<file path="src/rtl/attn_residual_collector_pkg.sv">
// Shared definitions for the attention residual collector: token width,
// token word type, collector FSM states and the saturating residual add.
package attn_residual_collector_pkg;

    localparam int att_width = 8;

    typedef logic signed [att_width-1:0] att_word_t;

    typedef enum logic [1:0] {
        IDLE  = 2'd0,
        RUN   = 2'd1,
        DRAIN = 2'd2
    } collector_state_e;

    localparam att_word_t ATT_MAX = {1'b0, {(att_width-1){1'b1}}};
    localparam att_word_t ATT_MIN = {1'b1, {(att_width-1){1'b0}}};

    // Signed add at att_width+1 bits; the two top bits disagree only on overflow,
    // and the MSB tells which rail to clamp to.
    function automatic att_word_t sat_add(input att_word_t a, input att_word_t b);
        logic signed [att_width:0] sum;
        att_word_t                 res;
        sum = {a[att_width-1], a} + {b[att_width-1], b};
        case (sum[att_width:att_width-1])
            2'b01:   res = ATT_MAX;
            2'b10:   res = ATT_MIN;
            default: res = sum[att_width-1:0];
        endcase
        return res;
    endfunction

endpackage

</file>
<file path="src/rtl/attn_residual_collector_fifo.sv">
// Registered FIFO of {token, last} entries. Pointers carry one extra bit so a
// full buffer (same index, different lap) is distinguishable from an empty one.
// Head outputs read zero while empty so nothing stale leaks downstream.
module sync_fifo_last
    import attn_residual_collector_pkg::*;
#(
    parameter int DEPTH = 4
) (
    input  logic                 clk,
    input  logic                 rstn,
    input  logic                 push,
    input  logic [att_width-1:0] push_data,
    input  logic                 push_last,
    input  logic                 pop,
    output logic [att_width-1:0] head_data,
    output logic                 head_last,
    output logic                 full,
    output logic                 empty
);

    localparam int AW = $clog2(DEPTH);

    logic [att_width:0] mem [DEPTH];
    logic [AW:0]        wr_ptr;
    logic [AW:0]        rd_ptr;
    logic               do_push;
    logic               do_pop;

    assign empty   = (wr_ptr == rd_ptr);
    assign full    = (wr_ptr[AW] != rd_ptr[AW]) && (wr_ptr[AW-1:0] == rd_ptr[AW-1:0]);
    assign do_pop  = pop && !empty;
    // A push into a full buffer is only safe when the head leaves on the same edge.
    assign do_push = push && (!full || do_pop);

    // Pointer update; reset empties the buffer and discards any contents.
    always_ff @(posedge clk) begin
        if (rstn) begin
            wr_ptr <= {(AW+1){1'b0}};
            rd_ptr <= {(AW+1){1'b0}};
        end else begin
            if (do_push) begin
                wr_ptr <= wr_ptr + {{AW{1'b0}}, 1'b1};
            end else begin
                wr_ptr <= wr_ptr;
            end
            if (do_pop) begin
                rd_ptr <= rd_ptr + {{AW{1'b0}}, 1'b1};
            end else begin
                rd_ptr <= rd_ptr;
            end
        end
    end

    // Entry storage; no reset needed since the head is masked while empty.
    always_ff @(posedge clk) begin
        if (do_push && !rstn) begin
            mem[wr_ptr[AW-1:0]] <= {push_data, push_last};
        end
    end

    // Head view: zero while empty, otherwise the oldest entry.
    always_comb begin
        head_data = {att_width{1'b0}};
        head_last = 1'b0;
        if (!empty) begin
            head_data = mem[rd_ptr[AW-1:0]][att_width:1];
            head_last = mem[rd_ptr[AW-1:0]][0];
        end else begin
            head_data = {att_width{1'b0}};
            head_last = 1'b0;
        end
    end

endmodule

</file>
<file path="src/rtl/attn_residual_collector.sv">
// Residual collector: adds the shortcut token to each attention token with
// saturation, buffers the sums and tracks frame boundaries (token count,
// early end, drain and done pulse).
module attn_residual_collector
    import attn_residual_collector_pkg::*;
#(
    parameter int N_TOKEN    = 16,
    parameter int FIFO_DEPTH = 4,
    parameter int CNT_W      = $clog2(N_TOKEN)
) (
    input  logic                 clk,
    input  logic                 rstn,
    input  logic                 en,
    input  logic [att_width-1:0] i_data,
    input  logic                 i_valid,
    input  logic                 end_flag,
    input  logic [att_width-1:0] res_data,
    output logic                 i_ready,
    output logic [att_width-1:0] o_data,
    output logic                 o_valid,
    input  logic                 o_ready,
    output logic                 o_last,
    output logic                 frame_done,
    output logic                 short_err,
    output logic                 ovf_err
);

    collector_state_e state;
    collector_state_e state_next;
    logic [CNT_W-1:0] count;
    logic [CNT_W-1:0] count_next;
    logic             ready_int;
    logic             push;
    logic             pop;
    logic             tok_last;
    logic             full;
    logic             empty;
    logic             done_next;
    logic             short_next;
    logic             ovf_next;
    logic             frame_done_r;
    logic             short_err_r;
    logic             ovf_err_r;
    att_word_t        sum;

    assign sum = sat_add(i_data, res_data);
    assign pop = !empty && o_ready;

    sync_fifo_last #(
        .DEPTH(FIFO_DEPTH)
    ) u_fifo (
        .clk       (clk),
        .rstn      (rstn),
        .push      (push),
        .push_data (sum),
        .push_last (tok_last),
        .pop       (pop),
        .head_data (o_data),
        .head_last (o_last),
        .full      (full),
        .empty     (empty)
    );

    // Next-state, acceptance and flag logic for the frame FSM.
    always_comb begin
        state_next = state;
        count_next = count;
        ready_int  = 1'b0;
        push       = 1'b0;
        tok_last   = 1'b0;
        done_next  = 1'b0;
        short_next = short_err_r;
        ovf_next   = ovf_err_r;
        case (state)
            IDLE: begin
                if (en) begin
                    state_next = RUN;
                end else begin
                    state_next = IDLE;
                end
            end
            RUN: begin
                // A full buffer can still take a token if the head leaves this cycle.
                ready_int = en && (!full || pop);
                tok_last  = (count == CNT_W'(N_TOKEN - 1)) || end_flag;
                if (i_valid && ready_int) begin
                    push = 1'b1;
                    if (tok_last) begin
                        count_next = {CNT_W{1'b0}};
                        state_next = DRAIN;
                    end else begin
                        count_next = count + CNT_W'(1);
                    end
                end else if (i_valid) begin
                    ovf_next = 1'b1;
                end else if (end_flag && (count != {CNT_W{1'b0}})) begin
                    // Early end with nothing to carry the last marker: close the frame as-is.
                    short_next = 1'b1;
                    count_next = {CNT_W{1'b0}};
                    state_next = DRAIN;
                end else begin
                    state_next = RUN;
                end
            end
            DRAIN: begin
                if (empty) begin
                    done_next  = 1'b1;
                    state_next = en ? RUN : IDLE;
                end else begin
                    state_next = DRAIN;
                end
            end
            default: begin
                state_next = IDLE;
            end
        endcase
    end

    // State, counter and registered status flags.
    always_ff @(posedge clk) begin
        if (rstn) begin
            state        <= IDLE;
            count        <= {CNT_W{1'b0}};
            frame_done_r <= 1'b0;
            short_err_r  <= 1'b0;
            ovf_err_r    <= 1'b0;
        end else begin
            state        <= state_next;
            count        <= count_next;
            frame_done_r <= done_next;
            short_err_r  <= short_next;
            ovf_err_r    <= ovf_next;
        end
    end

    assign i_ready    = ready_int;
    assign o_valid    = !empty;
    assign frame_done = frame_done_r;
    assign short_err  = short_err_r;
    assign ovf_err    = ovf_err_r;

endmodule
</file>
<file path="config.mk">
export PLATFORM = sky130hd
export DESIGN_NAME = attn_residual_collector
export DESIGN_NICKNAME = d
export VERILOG_FILES = /design/src/rtl/attn_residual_collector_pkg.sv /design/src/rtl/attn_residual_collector_fifo.sv /design/src/rtl/attn_residual_collector.sv
export SDC_FILE = /design/constraint.sdc
export NUM_CORES = 1
export LEC_CHECK = 0
export ABC_AREA = 1
export BUFFER_PORTS_ARGS = -buffer_cell sky130_fd_sc_hd__buf_4
export CORE_MARGIN = 4
export CORE_UTILIZATION = 45
export CTS_BUF_LIST = sky130_fd_sc_hd__clkbuf_4
export CTS_CLUSTER_DIAMETER = 60
export DETAILED_ROUTE_END_ITERATION = 10
export MAX_ROUTING_LAYER = met4
export PLACE_DENSITY = 0.67
export SYNTH_ARGS = -nofsm -noshare
export SYNTH_HDL_FRONTEND = slang
export SYNTH_SLANG_ARGS = --single-unit
</file>
<file path="constraint.sdc">
create_clock -name clk -period 2.6 [get_ports clk]
set_input_delay 0.39 -clock clk [delete_from_list [all_inputs] [get_ports clk]]
set_output_delay 0.39 -clock clk [all_outputs]
set_load 0.05 [all_outputs]
</file>
==> summary.txt, run 1 <==
Run status
  • Status: finished clean

Routing
  • Via density: between 4 and 5
  • Drt pass-1 iters: 4
  • Starting DRT DRC Count: 86
  • Final ANT Viol Nets: 0
  • Total Wirelength: 5410 µm
  • Wire per inst: about 12 µm
  • DR vias: between 2,000 and 2,500
  • DRC Markers: 0

Finish
  • Non-Filler Instances: ~440
  • Ant. Diodes: 0
  • Nets: approximately 400
  • Post-route cell area: approximately 3300 µm²
  • Synthesis-to-finish area growth: 18.1%
  • Fraction of layout instances using a drive strength above 1: a little under a quarter

Setup path
  • Critical path class: primary input to flop
  • Critical-path top delay cell: fa_1
  • Reg2Reg Setup Slack: approximately 0.83 ns
  • CP Capture Type: flop
  • R2r startpoint: u_fifo.wr_ptr[0]
  • Most common cell type on the critical path: nand2_1
  • Crit path largest cell delay: around 0.40 ns
  • Cell Chain, Critical Path: buf_4, ha_1, fa_1, nand3_1, nand3_1, nand2_1, nand2_1, a21oi_1, or2_2, nand2_1, o21ai_0, ha_1, inv_1, nand2_1, o21ai_0
  • Crit Path Max Fanout: 7
  • Worst EP arrival: between 2 and 3 ns
  • R2R cell count: 9
  • Crit path required time: approximately 2.7 ns
  • R2r endpoint: u_fifo.mem[0][3]
  • CP Launch Type: primary input

Yosys
  • Ys Warns: 0
  • Syn nets: ~350
  • Sequential share of the synthesized area: about half
  • Top cell type's share of synthesized area: 38.3%
  • Cell taking the most area after synthesis: edfxtp_1
  • Post-Syn Area per Cell: between 9 and 10 µm²
  • Cells after Synth: approximately 310
  • Top post-synthesis cells by area: edfxtp_1, dfxtp_1, nand2_1, ha_1, nor2_1
  • Distinct cell type count after synthesis: 31
  • Flops & latches, synth: between 50 and 60
  • Netlist Area Pre-Place: about 2800 µm²

Pwr
  • PD cells: between 600 and 700 nW/µm²
  • VDD IR-drop max: 262 µV
  • Static Leak: around 1.5 nW
  • Total power: 2.16 mW

Timing
  • Final hold vios: 0
  • Worst Max-Slew Pin Slew: between 0.5 and 0.6 ns
  • Unrepaired setup endpoints after global routing: true
  • Slew HR: between 60% and 70%
  • Achievable frequency: between 400 and 500 MHz
  • Clk_skew: approximately 0.018 ns
  • Crit share post-route: between 90% and 100%
  • Setup-failing EPs final: 0
  • Final Max Tran Viols: 0
  • Crit path time final: around 2.4 ns
  • Final worst slack: 0.218 ns

Floorplanning
  • Die area: 7600 µm²
  • Ports: 36
  • Starting Density: about 47%
  • Core area: 5990 µm²
  • Vert. Die Dim: roughly 87 µm
  • Chip width: 87.2 µm
  • Num rows: 28

Clocking
  • Clock sink count: 53
  • Hold-fix buffers, CTS: 0
  • Clock slew seen by the registers of the worst setup and hold paths: approximately 0.13 ns
  • Clk root buf: clkbuf_4
  • TritonCTS Buffers: 5
  • Clock tree buffer depth: 2
  • Clock Latency Late Sink: 0.37 ns
  • TritonCTS clock tree: done
  • CTS H-tree depth: 2

Placement
  • Placed Area: roughly 3300 µm²
  • Placement Setup Slack: -0.174 ns
  • Placed cells: around 430
  • DP HPWL: 4050 µm
  • Port buffer count: 35
  • Gpl congestion: roughly 0.79

Global route
  • Tot GR Track Use: between 10% and 20%
  • First-pass GRT wire length: just over 9000 µm
  • Vias in the first global route: around 2,000
  • Largest net degree at the start of global routing: 19
  • Initial antenna violation count: 0
  • Total grt overflow: 0

Min path
  • Worst hold path class: primary input to flop
  • Cells on Worst Hold Path: 2
  • Worst hold endpoint: count[2]
  • Hold_sp: rstn

Job
  • Max-cap check violation count: 0
Yosys cell counts:
| cell type | count |
|---|---|
| nand2_1 | 57 |
| nor2_1 | 46 |
| edfxtp_1 | 36 |
| inv_1 | 35 |
| dfxtp_1 | 17 |
| ha_1 | 17 |
| o21ai_0 | 16 |
| nand3_1 | 14 |
| a21oi_1 | 13 |
| o32ai_1 | 9 |
| nand2_2 | 7 |
| nand4_1 | 6 |
| inv_2 | 4 |
| a21oi_2 | 3 |
| clkbuf_1 | 3 |
| nand2_4 | 3 |
| nor2_4 | 3 |
| nor3_1 | 3 |
| o21ai_1 | 3 |
| buf_1 | 2 |
| buf_2 | 2 |
| nand3_4 | 2 |
| or2_2 | 2 |
| xor2_1 | 2 |
| a22oi_1 | 1 |
| clkinv_1 | 1 |
| fa_1 | 1 |
| nor2_2 | 1 |
| o211ai_1 | 1 |
| o21a_1 | 1 |
| xnor2_1 | 1 |
sequential cells by signal, indices dropped and copies added (netlist names), named ones only:
| signal | count |
|---|---|
| count | 4 |
| frame_done | 1 |
| ovf_err | 1 |
| short_err | 1 |
| state | 2 |
| u_fifo.mem | 36 |
| u_fifo.rd_ptr | 3 |
| u_fifo.wr_ptr | 3 |
final cells by class:
| class | instances | area [µm²] |
|---|---|---|
| Fill cell | 534 | 2660 |
| Timing Repair Buffer | 49 | 368 |
| Clock inverter | 2 | 33.8 |
| Sequential cell | 53 | 1420 |
| Inverter | 40 | 150 |
| Clock buffer | 6 | 45.0 |
| Tap cell | 75 | 93.8 |
| Multi-Input combinational cell | 212 | 1220 |
critical path, delay by kind of cell:
family                     cells  cell delay, ns
adders and majority gates      3            0.89
and+or+nand+nor                7            0.62
AOI/OAI and AO/OA              3            0.42
buffers and inverters          2            0.20
per-layer routing:
metal | global-route usage, % | part of all wire (%)
met1 | 20.0 | 47
met3 | 2.55 | 2.9
met5 | - | 0
met2 | 26.4 | 48
met4 | 5.44 | 1.5
power by group:
part           total, mW  switching [mW]  leakage, nW  internal, mW
Combinational      0.702           0.469        0.962         0.233
Clock              0.454           0.242       0.0460         0.212
Sequential          1.00          0.0256        0.465         0.977
Total               2.16           0.737         1.47          1.42
cell families (layout without fill, tap and decap cells):
group | after synthesis | count (layout) | synth area share (%)
adders and majority gates | 18 | 18 | 8.25
buffers and inverters | 47 | 97 | 6.34
DFF | 53 | 53 | 50.4
and+or+nand+nor | 144 | 144 | 23.9
xor gates and xnor gates | 3 | 3 | 0.931
AOI/OAI and AO/OA | 47 | 47 | 10.2
worst max path at each step:
stage	from	to	slack (ns)	depth (start not counted)
after floorplan	i_data[0]	u_fifo.mem[0][3]	0.09	14
after global placement	i_data[0]	u_fifo.mem[0][3]	-0.09	15
after detailed placement	i_data[0]	u_fifo.mem[3][4]	-0.17	15
after CTS	i_data[0]	u_fifo.mem[1][4]	0.22	15
after global routing	i_data[0]	u_fifo.mem[3][3]	-0.04	15
final	i_data[0]	u_fifo.mem[0][5]	0.22	15
metrics by stage:
stage | TNS, ns | util, % | hold WS [ns]
after floorplan | 0 | - | 0.457
after global placement | -1.88 | 54.3 | 0.452
after detailed placement | -4.06 | 54.3 | 0.458
after CTS | 0 | 55.6 | 0.241
after global routing | -0.342 | 55.6 | 0.226
final | 0 | 55.6 | 0.267
what timing repair did:
| action | 4_1_cts | 5_1_grt |
|---|---|---|
| buffers inserted | 0 | 0 |
| gates resized for setup | 0 | 1 |
| endpoints found under the setup margin | 0 | 12 |
cells in the final DEF (no fill, tap or decap), drive strengths merged:
cell,n
a21oi,16
a22oi,1
buf,49
bufinv,1
clkbuf,6
clkinv,1
dfxtp,17
edfxtp,36
fa,1
ha,17
inv,40
nand2,67
nand3,16
nand4,6
nor2,50
nor3,3
o211ai,1
o21a,1
o21ai,19
o32ai,9
or2,2
xnor2,1
xor2,2
Note: power is estimated with default switching activity, not from simulation.
==> run 2: changes to the inputs <==
CORE_UTILIZATION = 37   (was 45)
PLACE_DENSITY = 0.61   (was 0.67)
==> summary.txt, run 2 (same netlist as run 1, synthesis figures left out) <==
Finish
  • Nets: 401 (unchanged)
  • Max FFs per register: 36 (unchanged)
  • Synthesis-to-finish area growth: 20.2%
  • Post-route cell area: 3390 µm² (+1.7%)
  • Fraction of layout instances using a drive strength above 1: 22.9% (+0.28 points)
  • Most frequent cells in the layout: nand2_1, buf_4, nor2_1, edfxtp_1, inv_1
  • Ant. Diodes: 0 (unchanged)
  • Non-Filler Instances: 461 (+5.5%)
  • Commonest non-fill, non-tap cell in the layout: nand2_1

Clocking
  • Clock tree buffer depth: 2 (unchanged)
  • Clock sink count: 53 (unchanged)
  • TritonCTS Buffers: 5 (unchanged)
  • Clk root buf: clkbuf_4
  • CTS H-tree depth: 2 (unchanged)
  • Hold-fix buffers, CTS: 0 (unchanged)
  • Clock slew seen by the registers of the worst setup and hold paths: 0.15 ns (+0.02 ns)
  • TritonCTS clock tree: done
  • Clock Latency Late Sink: 0.38 ns (about the same)

Timing
  • Final hold vios: 0 (unchanged)
  • Worst Max-Slew Pin Slew: 0.583 ns (+0.0160 ns)
  • Achievable frequency: 419 MHz (-0.23%)
  • Setup TNS: 0 ns (unchanged)
  • Final Max Tran Viols: 0 (unchanged)
  • Setup-failing EPs final: 0 (unchanged)
  • Clk_skew: 0.0242 ns (+0.00616 ns)
  • Slew HR: 61.1% (-1.1 points)
  • Unrepaired setup endpoints after global routing: true
  • Crit share post-route: 91.8% (+0.21 points)
  • Crit path time final: 2.39 ns (+0.00549 ns)

Placement
  • Placed cells: 453 (+5.6%)
  • Placed Area: 3280 µm² (+0.92%)
  • DP HPWL: 3980 µm (-1.7%)
  • Port buffer count: 35 (unchanged)
  • Gpl congestion: 0.783 (-0.91%)

Global route
  • Initial antenna violation count: 0 (unchanged)
  • Largest net degree at the start of global routing: 19 (unchanged)
  • Vias in the first global route: 1,953 (-3.0%)
  • Total grt overflow: 0 (unchanged)
  • Tot GR Track Use: 13.1% (-2.9 points)
  • First-pass GRT wire length: 9030 µm (-2.7%)

Floorplanning
  • Core area: 7330 µm² (+22%)
  • Num rows: 31 (+11%)
  • Die area: 9090 µm² (+20%)
  • Ports: 36 (unchanged)
  • Starting Density: 38.5% (-8.6 points)
  • Chip width: 95.3 µm (+9.3%)
  • Vert. Die Dim: 95.3 µm (+9.3%)

Setup path
  • Crit path required time: 2.76 ns (+0.03 ns)
  • Crit path from: i_data[0]
  • Crit Path Max Fanout: 4 (-3)
  • Reg2Reg Setup Slack: 0.85 ns (+0.02 ns)
  • Worst EP arrival: 2.55 ns (+0.04 ns)
  • R2R cell count: 10 (+1)
  • R2r startpoint: u_fifo.rd_ptr[0]
  • Critical path class: primary input to flop
  • R2r endpoint: u_fifo.mem[0][3]
  • CP Capture Type: flop
  • CP Launch Type: primary input

Routing
  • Wire per inst: 11.9 µm (-4.2%)
  • Starting DRT DRC Count: 124 (+44%)
  • DR vias: 2,186 (+0.51%)
  • Final ANT Viol Nets: 0 (unchanged)
  • Via density: 4.74 (-4.7%)
  • DRC Markers: 0 (unchanged)
  • Total Wirelength: 5470 µm (+1.0%)
  • Drt pass-1 iters: 4 (unchanged)

Min path
  • Worst hold path class: primary input to flop
  • Worst hold endpoint: count[2]
  • Hold_sp: rstn
  • Cells on Worst Hold Path: 2 (unchanged)

Run status
  • Status: finished clean

Job
  • Max-cap check violation count: 0 (unchanged)

Pwr
  • PD cells: 668 nW/µm² (+3.1%)
  • Static Leak: 1.48 nW (+0.73%)
  • VDD IR-drop max: 194 µV (-26%)
  • Total power: 2.26 mW (+4.9%)
## run 2: cell types whose count changed in the layout (fill, tap and decap cells not counted)
cell / delta
bufinv_16: +1
inv_2: -1
o21ai_1: +1
o21ai_2: +1
clkinv_2: +1
o21ai_0: -2
clkbuf_4: -1
## run 2: where the power goes
part	switching (mW)	internal, mW	total, mW
Clock	0.252	0.298	0.550
Combinational	0.478	0.234	0.712
Sequential	0.0257	0.977	1.00
## run 2: worst max path at each step
stage,cells after the start,endpoint
floorplan,14,u_fifo.mem[0][3]
finish,16,u_fifo.mem[2][8]
global placement,15,u_fifo.mem[2][4]
CTS,15,u_fifo.mem[0][3]
global route,15,u_fifo.mem[0][5]
detailed placement,15,u_fifo.mem[0][3]
## run 2: stage by stage
stage / hold WS, ns / setup WS (ns) / utilization, %
after floorplan: 0.457 / 0.0851 / -
after global placement: 0.451 / -0.103 / 44.8
after detailed placement: 0.463 / -0.180 / 44.8
after CTS: 0.229 / 0.208 / 46.2
after global routing: 0.237 / -0.0327 / 46.3
final: 0.256 / 0.212 / 46.3
## run 2: worst max-delay path, cell delays in order
cell,delay (ns)
buf_4,0.11
ha_1,0.21
fa_1,0.39
nand3_1,0.10
nand3_1,0.09
nand2_1,0.09
nand2_1,0.05
a21oi_1,0.15
or2_2,0.15
nand2_1,0.04
o21ai_0,0.07
ha_1,0.27
inv_1,0.09
buf_4,0.11
nand2_1,0.04
o21ai_1,0.19
## run 2: cell type report
type	count	area, µm²
clock buffers	5	37.5
well taps	99	124
clock inverters	3	65.1
multi-input cells	212	1220
inverters	40	150
repair buffers	49	368
fillers	702	3940
flip-flops and latches	53	1420
## run 2: repair_timing
item | 4_1_cts | 5_1_grt
setup buffers | 0 | 0
resized for setup | 0 | 4
setup endpoints to repair | 0 | 12
## run 2: per-layer routing
layer / vias up / global-route usage [%] / part of all wire (%)
met5: - / - / 0
met4: 0 / 4.33 / 1.4
met3: 5 / 2.21 / 3.6
met2: 41 / 20.6 / 47
met1: 1000 / 17.1 / 48
li1: 1140 / - / -
==> run 3: changes to the inputs <==
PLACE_DENSITY = unset   (was 0.61)
==> summary.txt, run 3 (same netlist as run 1, synthesis figures left out) <==
Clocking
  • TritonCTS Buffers: 5 (unchanged)
  • Clk root buf: clkbuf_4
  • Clock sink count: 53 (unchanged)
  • Clock Latency Late Sink: 0.38 ns (about the same)
  • Clock tree buffer depth: 2 (unchanged)
  • TritonCTS clock tree: done
  • CTS H-tree depth: 2 (unchanged)
  • Hold-fix buffers, CTS: 0 (unchanged)
  • Clock slew seen by the registers of the worst setup and hold paths: 0.13 ns (-0.02 ns)

Routing
  • Starting DRT DRC Count: 48 (-61%)
  • Final ANT Viol Nets: 0 (unchanged)
  • Total Wirelength: 5610 µm (+2.6%)
  • Via density: 4.72 (-0.41%)
  • DRC Markers: 0 (unchanged)
  • Wire per inst: 12.2 µm (+2.6%)
  • Drt pass-1 iters: 4 (unchanged)
  • DR vias: 2,177 (-0.41%)

Timing
  • Final Max Tran Viols: 0 (unchanged)
  • Final worst slack: 0.247 ns (+0.0352 ns)
  • Final hold vios: 0 (unchanged)
  • Unrepaired setup endpoints after global routing: false
  • Crit share post-route: 90.5% (-1.4 points)
  • Worst Max-Slew Pin Slew: 0.583 ns (-0.000588 ns)
  • Worst hold slack: 0.261 ns (+0.00511 ns)
  • Clk_skew: 0.0318 ns (+0.00763 ns)
  • Slew HR: 61.1% (about the same)
  • Achievable frequency: 425 MHz (+1.5%)
  • Crit path time final: 2.35 ns (-0.0352 ns)
  • Setup-failing EPs final: 0 (unchanged)

Pwr
  • Pint: 1.43 mW (-5.1%)
  • VDD IR-drop max: 278 µV (+44%)
  • Sequential share of power: 45.8% (+1.5 points)
  • Switching Share: 34.6% (+1.3 points)
  • Static Leak: 1.48 nW (-0.33%)
  • PD cells: 646 nW/µm² (-3.2%)
  • Share of total power in the clock network: 20.9% (-3.4 points)
  • Net switching power: 758 µW (+0.35%)
  • Combinational share of power: 33.3% (+1.9 points)

Finish
  • Most frequent cells in the layout: nand2_1, buf_4, nor2_1, edfxtp_1, inv_1
  • Fraction of layout instances using a drive strength above 1: 24.9% (+1.9 points)
  • Post-route cell area: 3390 µm² (about the same)
  • Synthesis-to-finish area growth: 20.1% (about the same)
  • Ant. Diodes: 0 (unchanged)
  • Commonest non-fill, non-tap cell in the layout: nand2_1
  • Nets: 401 (unchanged)
  • Max FFs per register: 36 (unchanged)
  • Filler cells: 725 (+3.3%)

Floorplanning
  • Die area: 9090 µm² (unchanged)
  • Ports: 36 (unchanged)
  • Chip width: 95.3 µm (unchanged)
  • Starting Density: 38.5% (unchanged)
  • Num rows: 31 (unchanged)
  • Vert. Die Dim: 95.3 µm (unchanged)
  • Core area: 7330 µm² (unchanged)

Setup path
  • CP Launch Type: primary input
  • R2R cell count: 9 (-1)
  • Crit Path Max Fanout: 5 (+1)
  • Reg2Reg Setup Slack: 0.81 ns (-0.04 ns)
  • Crit path required time: 2.69 ns (-0.07 ns)
  • R2r startpoint: u_fifo.wr_ptr[0]
  • Worst EP arrival: 2.44 ns (-0.11 ns)
  • CP Capture Type: flop
  • Critical path class: primary input to flop
  • R2r endpoint: u_fifo.mem[0][6]

Placement
  • Gpl congestion: 0.789 (+0.87%)
  • Port buffer count: 35 (unchanged)
  • Placement Setup Slack: -0.209 ns (-0.0290 ns)
  • DP HPWL: 4160 µm (+4.3%)
  • Placed Area: 3280 µm² (unchanged)

Global route
  • Largest net degree at the start of global routing: 19 (unchanged)
  • Total grt overflow: 0 (unchanged)
  • Initial antenna violation count: 0 (unchanged)
  • Tot GR Track Use: 13.8% (+0.75 points)
  • First-pass GRT wire length: 9630 µm (+6.7%)
  • Vias in the first global route: 2,098 (+7.4%)

Min path
  • Cells on Worst Hold Path: 2 (unchanged)
  • Worst hold endpoint: count[2]
  • Worst hold path class: primary input to flop
  • Hold_sp: rstn

Job
  • Max-cap check violation count: 0 (unchanged)

Run status
  • Status: finished clean
[run 3: area by class of cell]
type	count	area, µm²	area share, %
repair buffers	49	368	10.9
inverters	40	150	4.43
clock buffers	6	45.0	1.33
multi-input cells	212	1240	36.7
clock inverters	2	35.0	1.03
well taps	99	124	3.66
flip-flops and latches	53	1420	41.9
[run 3: layer usage]
layer / GRT usage, % / wire (µm) / up-vias / part of all wire (%)
li1: - / - / 1139 / -
met1: 17.5 / 2660 / 993 / 47
met2: 22.4 / 2660 / 37 / 47
met3: 1.97 / 183 / 8 / 3.3
met4: 5.17 / 102 / 0 / 1.8
met5: - / 0 / - / 0
[run 3: worst max path at each step]
| stage | startpoint | to | slack, ns | cells past startpoint |
|---|---|---|---|---|
| 2_1_floorplan | i_data[0] | u_fifo.mem[0][3] | 0.09 | 14 |
| 3_3_place_gp | i_data[0] | u_fifo.mem[1][3] | -0.09 | 15 |
| 3_5_place_dp | i_data[0] | u_fifo.mem[1][5] | -0.21 | 15 |
| 4_1_cts | i_data[0] | u_fifo.mem[2][5] | 0.18 | 15 |
| 5_1_grt | i_data[0] | u_fifo.mem[0][2] | 0.004 | 15 |
| 6_report | i_data[0] | u_fifo.mem[2][2] | 0.25 | 15 |
[run 3: worst max-delay path: stages]
cell,delay [ns]
buf_4,0.11
ha_1,0.22
fa_1,0.40
nand3_1,0.10
nand3_1,0.10
nand2_2,0.09
nand2_1,0.06
a21oi_2,0.12
or2_2,0.13
nand2_1,0.04
o21ai_0,0.07
ha_1,0.29
buf_4,0.16
nand2_1,0.05
nand2_1,0.12
[run 3: power by group through the flow]
stage | Combinational (mW) | Sequential [mW] | Clock (mW)
2_1_floorplan | 0.498 | 1.01 | 0
3_3_place_gp | 0.697 | 1.02 | 0
3_5_place_dp | 0.713 | 1.02 | 0
4_1_cts | 0.714 | 1.00 | 0.472
5_1_grt | 0.811 | 1.01 | 0.513
6_report | 0.729 | 1.00 | 0.458
[run 3: stage by stage]
| step | total power [mW] | std cells | util, % | setup TNS [ns] |
|---|---|---|---|---|
| floorplan | 1.51 | 312 | - | 0 |
| global placement | 1.72 | 453 | 44.8 | -1.91 |
| detailed placement | 1.74 | 453 | 44.8 | -5.39 |
| CTS | 2.19 | 461 | 45.9 | 0 |
| global route | 2.33 | 461 | 46.2 | 0 |
| finish | 2.19 | 461 | 46.2 | 0 |
[run 3: timing repair]
action | CTS | global route
buffers inserted | 0 | 0
resized for setup | 0 | 11
endpoints found under the setup margin | 0 | 32
